### src/rtl/program_loader.sv
// Boot loader: assembles a length-prefixed byte stream into instruction
// words, writes them to imem, and releases cpu_rst once the program is in.
module program_loader #(
  parameter int instSize = 24,
  parameter int addrBits = 10,
  parameter int byteBits = 8
) (
  input  logic                clk,
  input  logic                rst,
  input  logic                start,
  input  logic                byte_valid,
  input  logic [byteBits-1:0] byte_data,
  output logic                byte_ready,
  output logic                imem_we,
  output logic [addrBits-1:0] imem_addr,
  output logic [instSize-1:0] imem_wdata,
  output logic                cpu_rst,
  output logic                done,
  output logic                error,
  output logic [addrBits:0]   words_loaded
);

  localparam int BPW = instSize / byteBits;
  localparam int CW = $clog2(BPW + 1);
  localparam int unsigned DEPTH = 1 << addrBits;

  typedef enum logic [2:0] {
    IDLE, LEN_HI, LEN_LO, LOAD, DONE, ERROR
  } state_t;

  state_t r_state, w_next;

  logic [15:0]         r_len;
  logic [CW-1:0]       r_cnt;
  logic [instSize-1:0] r_asm;
  logic                r_we;
  logic [addrBits-1:0] r_addr;
  logic [instSize-1:0] r_wdata;
  logic [addrBits:0]   r_words;
  logic                r_done;
  logic                r_cpu_rst;
  logic                r_error;

  logic                w_acc;
  logic                w_last_byte;
  logic                w_last_word;
  logic                w_new_sess;
  logic [15:0]         w_len;
  logic [instSize-1:0] w_word;

  assign w_acc = byte_valid && byte_ready;
  assign w_len = {r_len[15:8], byte_data};
  assign w_word = {r_asm[instSize-byteBits-1:0], byte_data};
  assign w_last_byte = (r_state == LOAD) && w_acc
                    && (r_cnt == CW'(BPW - 1));
  assign w_last_word = w_last_byte
                    && (32'(r_words) + 32'd1 == 32'(r_len));
  assign w_new_sess = start && ((r_state == IDLE)
                    || (r_state == DONE) || (r_state == ERROR));

  always_ff @(posedge clk) begin
    if (rst) r_state <= IDLE;
    else     r_state <= w_next;
  end

  always_comb begin
    w_next = r_state;
    byte_ready = 1'b0;
    unique case (r_state)
      IDLE: begin
        if (start) w_next = LEN_HI;
      end
      LEN_HI: begin
        byte_ready = 1'b1;
        if (w_acc) w_next = LEN_LO;
      end
      LEN_LO: begin
        byte_ready = 1'b1;
        if (w_acc) begin
          if (w_len == 16'd0) w_next = DONE;
          else if (32'(w_len) > DEPTH) w_next = ERROR;
          else w_next = LOAD;
        end
      end
      LOAD: begin
        byte_ready = 1'b1;
        if (w_last_word) w_next = DONE;
      end
      DONE: begin
        if (start) w_next = LEN_HI;
      end
      ERROR: begin
        if (start) w_next = LEN_HI;
      end
      default: w_next = IDLE;
    endcase
  end

  always_ff @(posedge clk) begin
    if (rst) begin
      r_len     <= '0;
      r_cnt     <= '0;
      r_asm     <= '0;
      r_we      <= 1'b0;
      r_addr    <= '0;
      r_wdata   <= '0;
      r_words   <= '0;
      r_done    <= 1'b0;
      r_cpu_rst <= 1'b1;
      r_error   <= 1'b0;
    end else begin
      r_we <= 1'b0;
      if (w_new_sess) begin
        r_words <= '0;
        r_cnt   <= '0;
      end
      if (r_state == LEN_HI && w_acc) r_len[15:8] <= byte_data;
      if (r_state == LEN_LO && w_acc) r_len[7:0] <= byte_data;
      if (r_state == LOAD && w_acc) begin
        if (w_last_byte) begin
          r_we    <= 1'b1;
          r_wdata <= w_word;
          r_addr  <= r_words[addrBits-1:0];
          r_words <= r_words + 1'b1;
          r_cnt   <= '0;
        end else begin
          r_asm <= w_word;
          r_cnt <= r_cnt + 1'b1;
        end
      end
      // Status follows the state one cycle late; a start in DONE drops it at once.
      r_done    <= (r_state == DONE) && (w_next == DONE);
      r_cpu_rst <= !((r_state == DONE) && (w_next == DONE));
      r_error   <= (r_state == ERROR) && (w_next == ERROR);
    end
  end

  assign imem_we      = r_we;
  assign imem_addr    = r_addr;
  assign imem_wdata   = r_wdata;
  assign words_loaded = r_words;
  assign done         = r_done;
  assign cpu_rst      = r_cpu_rst;
  assign error        = r_error;

endmodule

### config.mk
export PLATFORM = sky130hd
export DESIGN_NAME = program_loader
export DESIGN_NICKNAME = d
export VERILOG_FILES = /design/src/rtl/program_loader.sv
export SDC_FILE = /design/constraint.sdc
export NUM_CORES = 1
export LEC_CHECK = 0
export ABC_AREA = 1
export CAP_MARGIN = 20
export CORE_MARGIN = 2
export CORE_UTILIZATION = 57
export CTS_CLUSTER_SIZE = 12
export DETAILED_ROUTE_END_ITERATION = 12
export GPL_TIMING_DRIVEN = 0
export PLACE_DENSITY = 0.89
export SYNTH_ARGS = -nofsm -noshare
export SYNTH_HDL_FRONTEND = slang
export SYNTH_SLANG_ARGS = --single-unit
export TNS_END_PERCENT = 20
### constraint.sdc
create_clock -name clk -period 4.5 [get_ports clk]
set_clock_uncertainty 0.1 [all_clocks]
set_input_delay 1.125 -clock clk [delete_from_list [all_inputs] [get_ports clk]]
set_output_delay 1.125 -clock clk [all_outputs]
set_load 0.005 [all_outputs]
==> reports/metrics.cfg <==
[status]
outcome=finished clean

[cts]
cts_max_path_buffers=2
clk_pin_slew_ns=0.08
cts.sink_count=86
ctsResizeCount=0
post_cts_buffers=0
cts_tree=built
numCtsBuffers=9
h-tree-depth=3
cts_hold_buffers=0
cts-root-buf=clkbuf_8
insertion_delay_ns=0.35

[logic_synthesis]
synth_compound_area_share_pct=15.8
syn_area_um2=3680
synth_top_family_by_area=simple AND/OR/NAND/NOR gates
synth.ff_latch_count=86
yosysSeqAreaShare_pct=46.8
yosys.area_share.simple_pct=27.7
netlist_instances=505
ys_warn_count=0
synth_cell_type_count=28
synth_nets=518
synth_area_per_cell_um2=7.29
synth_fa_ha_area_share_pct=0.340
synth_mux_area_share_pct=0
synth_xor_area_share_pct=0.476

[min_path]
hold_depth=2
min_to=r_asm[8]
hold_start=r_asm[8]
hold_path_class=reg -> reg

[drt]
post-route-drc-count=0
avgRoutedWirePerCell_um=15.3
drtAntennaViolNets=0
routed_wl_mm=10.0
drt_pass1_iterations=5
viasPerCell=5.68
dr_total_vias=3733
drt_iter0_markers=323

[timing]
period_share_pct=67.9
tightest_slew_ns=0.961
max_freq_ghz=0.327
setup_violations=0
setup_tns_ns=0
maxSlewViolCount=0
min_period_ns=3.05
worst_slack_ns=1.45
fin_hold_ws_ns=0.352
hold_violations=0
max_slew_margin_pct=35.7
grt_setup_unrepaired=false

[flow_run]
maxCapViolCount=0

[critical_path]
r2r_setup_slack_ns=2.20
critPathKind=in -> reg
critPathRequiredTime_ns=4.68
arrival_ns=3.23
crit_path_end_kind=flop
r2r-end=r_state[1]
reg2reg_depth=12
cp-startpoint=byte_valid
r2r_start=words_loaded[0]
cp-start-kind=input pin
cp_max_fo=10

[place]
gp_congestion=0.923
hpwlAfterDp_mm=7.21
post-place-ws_ns=1.18
postPlaceCellArea_um2=4380
port_buffers=60

[finish]
final_cell_mix=nand2_1 (105), dfxtp_1 (86), o21ai_0 (64)
layout_commonest_cell=nand2_1
syn2layout_area_growth_pct=24.7
drive_above_1_share_pct=7.41
stdcell_area_um2=4590
diodes=0
nNetsFinal=589

[floorplan]
fp.dieW_um=84.4
core_area_um2=6310
num_rows=29
die_h_um=84.4
fp.dieArea_um2=7120
start_util_pct=58.3
io_pins=62

[global_route]
antenna_found_initial=0
overflow=0
grt_pass1_wl_mm=16.3
grt_pass1_vias=3379
grt_max_degree=15
grt_usage_pct=28.8

[pwr]
power.density_nw_per_um2=324
total_power_mw=1.49
peakVddDrop_mv=0.237
p_leak_nw=1.84

## layer usage
metal / routed length [um] / GRT usage [%]
met1: 4150 / 39.9
met2: 4680 / 44.1
met3: 903 / 3.93
met4: 307 / 15.0
met5: 0 / 0
## report_power, final
part           leakage (nW)  internal, mW  switching (mW)
registers             0.694         0.775         0.00947
logic                  1.05        0.0399          0.0828
clock network         0.103         0.312           0.270
## stage by stage
| step | utilization, % | instances |
|---|---|---|
| after global routing | 72.7 | 657 |
| final | 72.7 | 657 |
| after global placement | 69.3 | 642 |
| after floorplan | - | 505 |
| after detailed placement | 69.3 | 642 |
| after CTS | 72.7 | 657 |
## Yosys cell counts
library cell	number	area [um2]
nor2_4	5	56.3
a221oi_1	1	8.76
nand3_2	3	30.0
xor2_1	1	8.76
nor2_1	24	90.1
o21ai_0	64	320
dfxtp_1	86	1720
nand4_1	5	31.3
nand3_1	63	315
clkbuf_1	14	52.6
buf_6	2	22.5
o211ai_1	1	7.51
nand4_2	1	12.5
inv_2	4	15.0
ha_1	1	12.5
o21bai_2	1	11.3
clkinv_1	1	3.75
nand3b_1	1	7.51
buf_2	4	20.0
a21oi_1	41	205
o21ai_1	1	5.00
nand2_1	105	394
nor3_1	5	25.0
inv_1	57	214
nor2_2	2	12.5
nand2_2	7	43.8
xnor2_1	1	8.76
o22ai_1	4	25.0
## worst max-delay path, cell delays in order
cell	delay [ns]
clkdlybuf4s50_1	0.52
inv_1	0.09
nor2_4	0.11
nand2_2	0.10
nor2_4	0.24
inv_2	0.09
nor2_4	0.21
inv_1	0.20
clkbuf_1	0.32
o21ai_0	0.23
## state kept, by name, indices dropped and copies added, names as in the netlist, 2 cells and up
register	flops
r_len	16
r_cnt	2
r_state	3
imem_addr	10
imem_wdata	24
words_loaded	11
r_asm	16
## cell type report
class | instances | area, um2
multi-input combinational | 337 | 1630
buffer | 20 | 95.1
sequential | 86 | 1720
fill | 485 | 1720
timing repair buffer | 60 | 601
clock buffer | 10 | 128
inverter | 62 | 233
clock inverter | 5 | 85.1
tap | 77 | 96.3
## logic make-up (layout without fill, tap and decap cells)
| group | count (synthesis) | count (layout) |
|---|---|---|
| xor gates and xnor gates | 2 | 2 |
| AOI/OAI and AO/OA | 113 | 113 |
| DFF | 86 | 86 |
| and+or+nand+nor | 221 | 221 |
| buffers and inverters | 82 | 157 |
| adders and majority gates | 1 | 1 |
## how the worst max path moves through the flow
stage | end | slack, ns
floorplan | r_state[0] | 2.10
finish | imem_addr[8] | 1.45
global placement | imem_addr[7] | 1.24
detailed placement | imem_addr[8] | 1.18
global route | imem_addr[6] | 1.29
CTS | imem_addr[7] | 1.54
Note: power is estimated with default switching activity, not from simulation.
